**config.mk**
```make
export PLATFORM = sky130hd
export DESIGN_NAME = div_axis_unit
export DESIGN_NICKNAME = d
export VERILOG_FILES = /design/src/rtl/div_axis_unit_pkg.sv /design/src/rtl/div_abs_neg.sv /design/src/rtl/div_axis_unit.sv
export SDC_FILE = /design/constraint.sdc
export NUM_CORES = 1
export LEC_CHECK = 0
export CORE_AREA = 2 2 214 216
export DETAILED_ROUTE_END_ITERATION = 16
export DIE_AREA = 0 0 216 218
export PLACE_DENSITY = 0.45
export SYNTH_ARGS = -nofsm -noshare
export SYNTH_HDL_FRONTEND = slang
export SYNTH_SLANG_ARGS = --single-unit
export TNS_END_PERCENT = 1
```
**constraint.sdc**
```tcl
create_clock -name clk -period 4.14 [get_ports clk]
set_input_delay 0.828 -clock clk [delete_from_list [all_inputs] [get_ports clk]]
set_output_delay 0.828 -clock clk [all_outputs]
set_load 0.02 [all_outputs]
```
**src/rtl/div_axis_unit_pkg.sv**
```systemverilog
// Shared definitions for the iterative radix-2 divider.
package div_axis_unit_pkg;

  // Default operand width and the derived result layout.
  localparam int unsigned DIV_WIDTH   = 32;
  localparam int unsigned DIV_OUT_WD  = 2 * DIV_WIDTH;
  localparam int unsigned DIV_REM_LSB = 0;
  localparam int unsigned DIV_QUO_LSB = DIV_WIDTH;

  // Divider sequencing states.
  typedef enum logic [1:0] {
    DivIdle = 2'd0,
    DivCalc = 2'd1,
    DivFix  = 2'd2,
    DivDone = 2'd3
  } div_state_e;

endpackage

```
**src/rtl/div_abs_neg.sv**
```systemverilog
// Conditional two's-complement negate: absolute value of operands and result sign fix.
module div_abs_neg #(
  parameter int unsigned WIDTH = 32
) (
  input  logic [WIDTH-1:0] din_i,
  input  logic             neg_i,
  output logic [WIDTH-1:0] dout_o
);

  // Wraps at WIDTH bits, so the most negative value maps onto itself.
  assign dout_o = neg_i ? (~din_i + WIDTH'(1)) : din_i;

endmodule

```
**src/rtl/div_axis_unit.sv**
```systemverilog
// Iterative radix-2 integer divider with stream-style operand handshake.
// One quotient bit per cycle; result {quotient, remainder} on a one-cycle valid pulse.
module div_axis_unit
  import div_axis_unit_pkg::*;
#(
  parameter int unsigned WIDTH = DIV_WIDTH
) (
  input  logic               clk,
  input  logic               resetn,
  input  logic               div_signed,
  input  logic               cancel,
  input  logic               s_axis_divisor_tvalid,
  output logic               s_axis_divisor_tready,
  input  logic [WIDTH-1:0]   s_axis_divisor_tdata,
  input  logic               s_axis_dividend_tvalid,
  output logic               s_axis_dividend_tready,
  input  logic [WIDTH-1:0]   s_axis_dividend_tdata,
  output logic               m_axis_dout_tvalid,
  output logic [2*WIDTH-1:0] m_axis_dout_tdata
);

  localparam int unsigned CntW = (WIDTH > 1) ? $clog2(WIDTH) : 1;

  div_state_e state_q, state_d;

  logic [CntW-1:0]    cnt_q;
  logic [WIDTH-1:0]   rem_q;      // partial remainder (always below the divisor)
  logic [WIDTH-1:0]   quo_q;      // dividend bits shift out, quotient bits shift in
  logic [WIDTH-1:0]   dvs_q;
  logic               neg_quo_q;
  logic               neg_rem_q;

  logic               ready_q, ready_d;
  logic               valid_q, valid_d;
  logic [2*WIDTH-1:0] dout_q;

  logic               accept;
  logic               dvd_neg, dvs_neg;
  logic [WIDTH-1:0]   dvd_abs, dvs_abs;
  logic [WIDTH:0]     shifted, diff;
  logic               q_bit;
  logic [WIDTH-1:0]   quo_fix, rem_fix;

  assign accept = (state_q == DivIdle) && ready_q && s_axis_divisor_tvalid &&
                  s_axis_dividend_tvalid && !cancel;

  assign dvd_neg = div_signed & s_axis_dividend_tdata[WIDTH-1];
  assign dvs_neg = div_signed & s_axis_divisor_tdata[WIDTH-1];

  div_abs_neg #(.WIDTH(WIDTH)) u_abs_dvd (
    .din_i  (s_axis_dividend_tdata),
    .neg_i  (dvd_neg),
    .dout_o (dvd_abs)
  );

  div_abs_neg #(.WIDTH(WIDTH)) u_abs_dvs (
    .din_i  (s_axis_divisor_tdata),
    .neg_i  (dvs_neg),
    .dout_o (dvs_abs)
  );

  div_abs_neg #(.WIDTH(WIDTH)) u_fix_quo (
    .din_i  (quo_q),
    .neg_i  (neg_quo_q),
    .dout_o (quo_fix)
  );

  div_abs_neg #(.WIDTH(WIDTH)) u_fix_rem (
    .din_i  (rem_q),
    .neg_i  (neg_rem_q),
    .dout_o (rem_fix)
  );

  // Trial subtraction; the extra top bit is the borrow / sign of the difference.
  assign shifted = {rem_q, quo_q[WIDTH-1]};
  assign diff    = shifted - {1'b0, dvs_q};
  assign q_bit   = ~diff[WIDTH];

  // State register.
  always_ff @(posedge clk or negedge resetn) begin
    if (!resetn) begin
      state_q <= DivIdle;
    end else begin
      state_q <= state_d;
    end
  end

  // Next-state logic; cancel aborts CALC/FIX but never a pulse already in DONE.
  always_comb begin
    state_d = state_q;
    unique case (state_q)
      DivIdle: if (accept) state_d = DivCalc;
      DivCalc: begin
        if (cancel) begin
          state_d = DivIdle;
        end else if (cnt_q == CntW'(WIDTH - 1)) begin
          state_d = DivFix;
        end
      end
      DivFix:  state_d = cancel ? DivIdle : DivDone;
      DivDone: state_d = DivIdle;
      default: state_d = DivIdle;
    endcase
  end

  // Output next-state: ready tracks the upcoming IDLE, valid follows an uncancelled FIX.
  always_comb begin
    ready_d = (state_d == DivIdle);
    valid_d = (state_q == DivFix) && !cancel;
  end

  // Registered handshake outputs and result hold register.
  always_ff @(posedge clk or negedge resetn) begin
    if (!resetn) begin
      ready_q <= 1'b0;
      valid_q <= 1'b0;
      dout_q  <= '0;
    end else begin
      ready_q <= ready_d;
      valid_q <= valid_d;
      if (valid_d) begin
        dout_q <= {quo_fix, rem_fix};
      end
    end
  end

  // Operand capture and one restoring-division step per CALC cycle.
  always_ff @(posedge clk or negedge resetn) begin
    if (!resetn) begin
      cnt_q     <= '0;
      rem_q     <= '0;
      quo_q     <= '0;
      dvs_q     <= '0;
      neg_quo_q <= 1'b0;
      neg_rem_q <= 1'b0;
    end else if (accept) begin
      cnt_q     <= '0;
      rem_q     <= '0;
      quo_q     <= dvd_abs;
      dvs_q     <= dvs_abs;
      neg_quo_q <= dvd_neg ^ dvs_neg;
      neg_rem_q <= dvd_neg;
    end else if (state_q == DivCalc) begin
      cnt_q <= cnt_q + CntW'(1);
      rem_q <= q_bit ? diff[WIDTH-1:0] : shifted[WIDTH-1:0];
      quo_q <= {quo_q[WIDTH-2:0], q_bit};
    end
  end

  assign s_axis_divisor_tready  = ready_q;
  assign s_axis_dividend_tready = ready_q;
  assign m_axis_dout_tvalid     = valid_q;
  assign m_axis_dout_tdata      = dout_q;

endmodule

```
Yosys cells after proc, flatten, opt, wreduce, memory -nomap -nowiden. Cells that the tools add are included.

Logic and storage cells: 53. Output and inout port bits: 67. Flip-flop bits (word level): 171. Memories: 0. RAM bits: 0. Bits in latches: 0. ROM bits: 0. Input port bits: 70.

Add/subtract/negate cells: 6. Bitwise operators: 8. Order comparisons: 0. Shift-type cells: 0. Divide/modulo/power cells: 0. Multiplexer cells: 16. Multiply operators: 0. Reduce and logical (&&, ||, !) cells: 9. Equality and inequality tests: 4.

Operators with widths (number): $mux W32 (9); $add A32 B1 Y32 const B (4); $not A32 Y32 (4); $sub A33 B32 Y33 (1); $mux W5 (2); $mux W2 (4); $pmux W2 S4 (1); $add A5 B1 Y5 const B (1); $eq A5 B5 Y1 const B (1); $logic_and A1 B1 Y1 (5); $eq A2 B2 Y1 const B (2); $logic_not A2 Y1 (2); $and A1 B1 Y1 (2); $eq A2 B1 Y1 const B (1); $reduce_bool A2 Y1 (1); $logic_not A1 Y1 (1); $not A1 Y1 (1); $xor A1 B1 Y1 (1).

Depth between registers and ports, before layout.
Depth after elaboration: 8. Depth in mapped cells: 14. Depth with buffers taken out: 12.

By module. Synthesis repeated with hierarchy kept, for this count alone.

Cells, all modules: 1290. Area, all modules: 11917.7 um^2.

Modules (own cells, without submodules): div_axis_unit (seq. area each 4279.1 um^2, cells an instance 894, instances 1, area each 8809.7 um^2); div_abs_neg (seq. area each 0.0 um^2, cells an instance 99, instances 4, area each 777.0 um^2).

Worst setup path after synthesis. Ideal clock, no wire load.

Path type: in2reg. Start point: input port s_axis_dividend_tdata[12]. End point: register quo_q[30]. Buffers on the path: 0. Slack: 992 ps. Stages on the path: 9. Required time: 4005 ps. Data arrival time: 3012 ps. Setup time: 135 ps. Cell sequence: or4_1 or3_1 nor4_2 nand2_1 or3_1 nor3_2 a211oi_1 a31oi_1 o21ai_0.

Word-level cells in the longest chain between the ends: 4.

Ends and longest elaborated chain: from (decl) (RTL line div_axis_unit.sv:17) `input logic [WIDTH-1:0] s_axis_dividend_tdata,`; $not A32 Y32 (RTL line div_abs_neg.sv:11) `assign dout_o = neg_i ? (~din_i + WIDTH'(1)) : din_i;`; $add A32 B1 Y32 (RTL line div_abs_neg.sv:11); $mux W32 (RTL line div_abs_neg.sv:11); $mux W32 (RTL line div_axis_unit.sv:136) `end else if (accept) begin`; to (signal assigned) (RTL line div_axis_unit.sv:139) `quo_q <= dvd_abs;`; to (signal assigned) (RTL line div_axis_unit.sv:146) `quo_q <= {quo_q[WIDTH-2:0], q_bit};`; to (decl) (RTL line div_axis_unit.sv:28) `logic [WIDTH-1:0] quo_q;`.

No other way between the ends. A chain may end at the register's enable or synchronous reset.

Worst setup path in the final report.
Start point: register rem_q[18]. End point: register rem_q[30].

Word-level cells in the longest chain between the ends: 4.

Ends and longest elaborated chain: from (decl) (RTL line div_axis_unit.sv:27) `logic [WIDTH-1:0] rem_q;`; from (signal assigned) (RTL line div_axis_unit.sv:145) `rem_q <= q_bit ? diff[WIDTH-1:0] : shifted[WIDTH-1:0];`; $sub A33 B32 Y33 (RTL line div_axis_unit.sv:76) `assign diff = shifted - {1'b0, dvs_q};`; $mux W32 (RTL line div_axis_unit.sv:145); $mux W32 (RTL line div_axis_unit.sv:143) `end else if (state_q == DivCalc) begin`; $mux W32 (RTL line div_axis_unit.sv:136).

No other way between the ends. The select of a mux whose other input is x is not followed.

==> impl_metrics.json <==
{
  "status": "finished, final reports clean",
  "grt_max_degree": 91,
  "clkPwrFrac": 0.165,
  "start_kind": "flop",
  "hold_viol": 0,
  "grt_pass1_wl_mm": 55.18,
  "port_buffers": 136,
  "num_vias": 9807,
  "powerDensity_nw_per_um2": 685.6,
  "antenna_found_initial": 0,
  "place_inst": 1997,
  "synth_top_area_frac": 0.3853,
  "dr.pass1.iters": 5,
  "yosysTopAreaCell": "dfrtp_1",
  "min_path_type": "in2async",
  "drc": 0,
  "synth_flop_cell": "dfrtp_1",
  "layout_setup_ws_ps": 603.1,
  "viasPerCell": 4.833,
  "max-cap-violations": 0,
  "p_int_mw": 5.175,
  "p_comb_frac": 0.538,
  "cts_tree": "done",
  "pwr-share-seq": 0.297,
  "worst_pin_slew_ps": 907.6,
  "multiInputGateArea_um2": 6387,
  "crit_arrival_ps": 3900,
  "syn-num-nets": 1403,
  "ys_top_cells_by_area": "dfrtp_1 (39%), xor2_1 (7.1%), a21oi_1 (5.6%)",
  "slowest_stage": "a2111oi_0",
  "p_sw_mw": 4.318,
  "clk_pin_slew_ps": 70,
  "clock.fmax_mhz": 282.7,
  "fill_cells": 4793,
  "period_share": 0.8543,
  "clk_latency_ps": 450,
  "root_buffer": "clkbuf_16",
  "cts_max_level": 4,
  "dp_hpwl_mm": 25.75,
  "finalSetupViolations": 0,
  "async_flop_share": 1.000,
  "gp_congestion": 0.8331,
  "layoutNonFillerInstCount": 2029,
  "synthCells": 1294,
  "min_period_ps": 3537,
  "place_ws_ps": 181.2,
  "final_util": 0.3084,
  "cts_sinks": 171,
  "cts_max_path_buffers": 2,
  "synth.avg_cell_area_um2": 8.582,
  "finalPower_mw": 9.493,
  "yosys_warnings": 0,
  "grt_usage": 0.1481,
  "relSlewSlack": 0.3949,
  "fin_nets": 1525,
  "regArea_um2": 4279,
  "die_w_um": 216,
  "die_area_um2": 47090,
  "post_cts_resize_count": 0,
  "syn_to_final_growth_pct": 24.67,
  "drtIter0Drc": 583,
  "synth.distinct_cells": 71,
  "syn_area_um2": 11110,
  "synth_edf_count": 0,
  "cp.required_ps": 4510,
  "ios": 137,
  "drt-total-wl_mm": 34.30,
  "overflow": 0,
  "cts_buffers": 17,
  "rows": 78,
  "path_cells": "ha_1 > a21oi_1 > o21ai_0 > a2111oi_0 > o31ai_1 > a2111o_1 > and3_1 > buf_4 > or4b_1 > o211ai_1",
  "ys_seq_area_frac": 0.3853,
  "max_stage_delay_ps": 510,
  "end_kind": "flop",
  "ant_nets": 0,
  "core_um2": 44890,
  "placed_cell_area_um2": 13290,
  "hold_ws_ps": 329.2,
  "rsz0062_at_grt": "false",
  "insertedDiodeCount": 0,
  "clock_skew_ps": 9.650,
  "p_leak_nw": 5.686,
  "crit_type": "reg2reg",
  "design_area_um2": 13850,
  "p_sw_frac": 0.4548,
  "ys_seq_elements": 171,
  "ff2ff_path_depth": 10,
  "drive_gt1_frac": 0.06858,
  "grt_pass1_vias": 9558,
  "critical_path.max_fanout": 7,
  "final_max_slew_viol_count": 0,
  "cts_hold_buf": 0,
  "die_h_um": 218,
  "peakVddDrop_uv": 324.3,
  "start_util": 0.2474,
  "cts_setup_buffers": 0,
  "wl_per_cell_um": 16.90,
  "setup_tns_ps": 0
}
## power groups by stage
stage / clock, mW / sequential (mW) / combinational [mW]
6_report: 1.57 / 2.82 / 5.10
3_3_place_gp: 0 / 2.84 / 5.12
5_1_grt: 1.71 / 2.92 / 5.73
4_1_cts: 1.63 / 2.82 / 5.15
2_1_floorplan: 0 / 2.76 / 3.47
3_5_place_dp: 0 / 2.85 / 5.12
## area by class of cell
class / instances / area share
clock buffers: 19 / 0.03127
clock inverters: 13 / 0.008675
inverters: 50 / 0.01356
multi-input cells: 1000 / 0.4613
flip-flops and latches: 171 / 0.3091
well taps: 600 / 0.05422
repair buffers: 176 / 0.1219
## layout by cell type (no fill, tap or decap), types with 29 or more instances in the layout
cell and count:
xor2_1 90, nor2_1 115, clkdlybuf4s50_1 135, inv_1 50
ha_1 38, buf_4 38, nand2_1 109, a21oi_1 124
dfrtp_1 171, o21ai_0 105, nand3_1 29, xnor2_1 50
## registers in the layout (all words and copies together), names as in the netlist, 2 cells and up
| name | flops |
|---|---|
| rem_q | 32 |
| quo_q | 32 |
| m_axis_dout_tdata | 64 |
| state_q | 2 |
| dvs_q | 32 |
| cnt_q | 5 |
## worst max-delay path: cells and delay by family (launching register included)
family / cells / cell delay [ps]
flip-flops: 1 / 450
AO/OA/AOI/OAI: 6 / 1680
adder cells (fa/ha/maj): 1 / 410
buffers and inverters: 1 / 170
AND/OR/NAND/NOR: 2 / 750
## routing by layer
metal	global-route usage	up-vias	part of all wire
met5	0	-	0
met4	0.04429	0	0.017
met3	0.02524	30	0.032
met2	0.2195	169	0.44
met1	0.2183	4693	0.51
li1	-	4915	-
## logic make-up after synthesis
family / Yosys count / share of synthesized area
xor gates and xnor gates: 140 / 0.1104
DFF: 171 / 0.3853
adders and majority gates: 39 / 0.04462
AOI/OAI and AO/OA: 401 / 0.2279
and+or+nand+nor: 411 / 0.1806
muxes: 9 / 0.008562
buffers and inverters: 123 / 0.04259
## final timing paths
kind	startpoint	end	slack, ps
max in group asynchronous	resetn	m_axis_dout_tdata[15]$_DFFE_PN0P_	2930
setup reg to reg	rem_q[18]$_DFFE_PN0P_	rem_q[30]$_DFFE_PN0P_	600
setup / recovery	rem_q[18]$_DFFE_PN0P_	rem_q[30]$_DFFE_PN0P_	600
min in group clk	dvs_q[24]$_DFFE_PN0P_	dvs_q[24]$_DFFE_PN0P_	480
hold / removal	resetn	dvs_q[9]$_DFFE_PN0P_	330
hold reg to reg	dvs_q[24]$_DFFE_PN0P_	dvs_q[24]$_DFFE_PN0P_	480
## cells in the mapped netlist (6+ instances only)
master    instances
nand2b_1         11
ha_1             38
or3_1            14
dfrtp_1         171
a21o_1           15
or4_1            10
nor2b_1           7
a311o_1          17
a22o_1            7
o31ai_1          21
nor2_1          117
clkbuf_1         63
nand4_1           8
o21a_1            6
nor4_1           27
a22oi_1          24
nand2_1         109
a31oi_1           8
o41ai_1          14
inv_1            50
buf_2             6
and3_1           26
xnor2_1          50
nand3_1          30
o21ai_0         105
nor3_1           23
o211ai_1         23
a21oi_1         125
xor2_1           90
(Power assumes the default switching activity.)
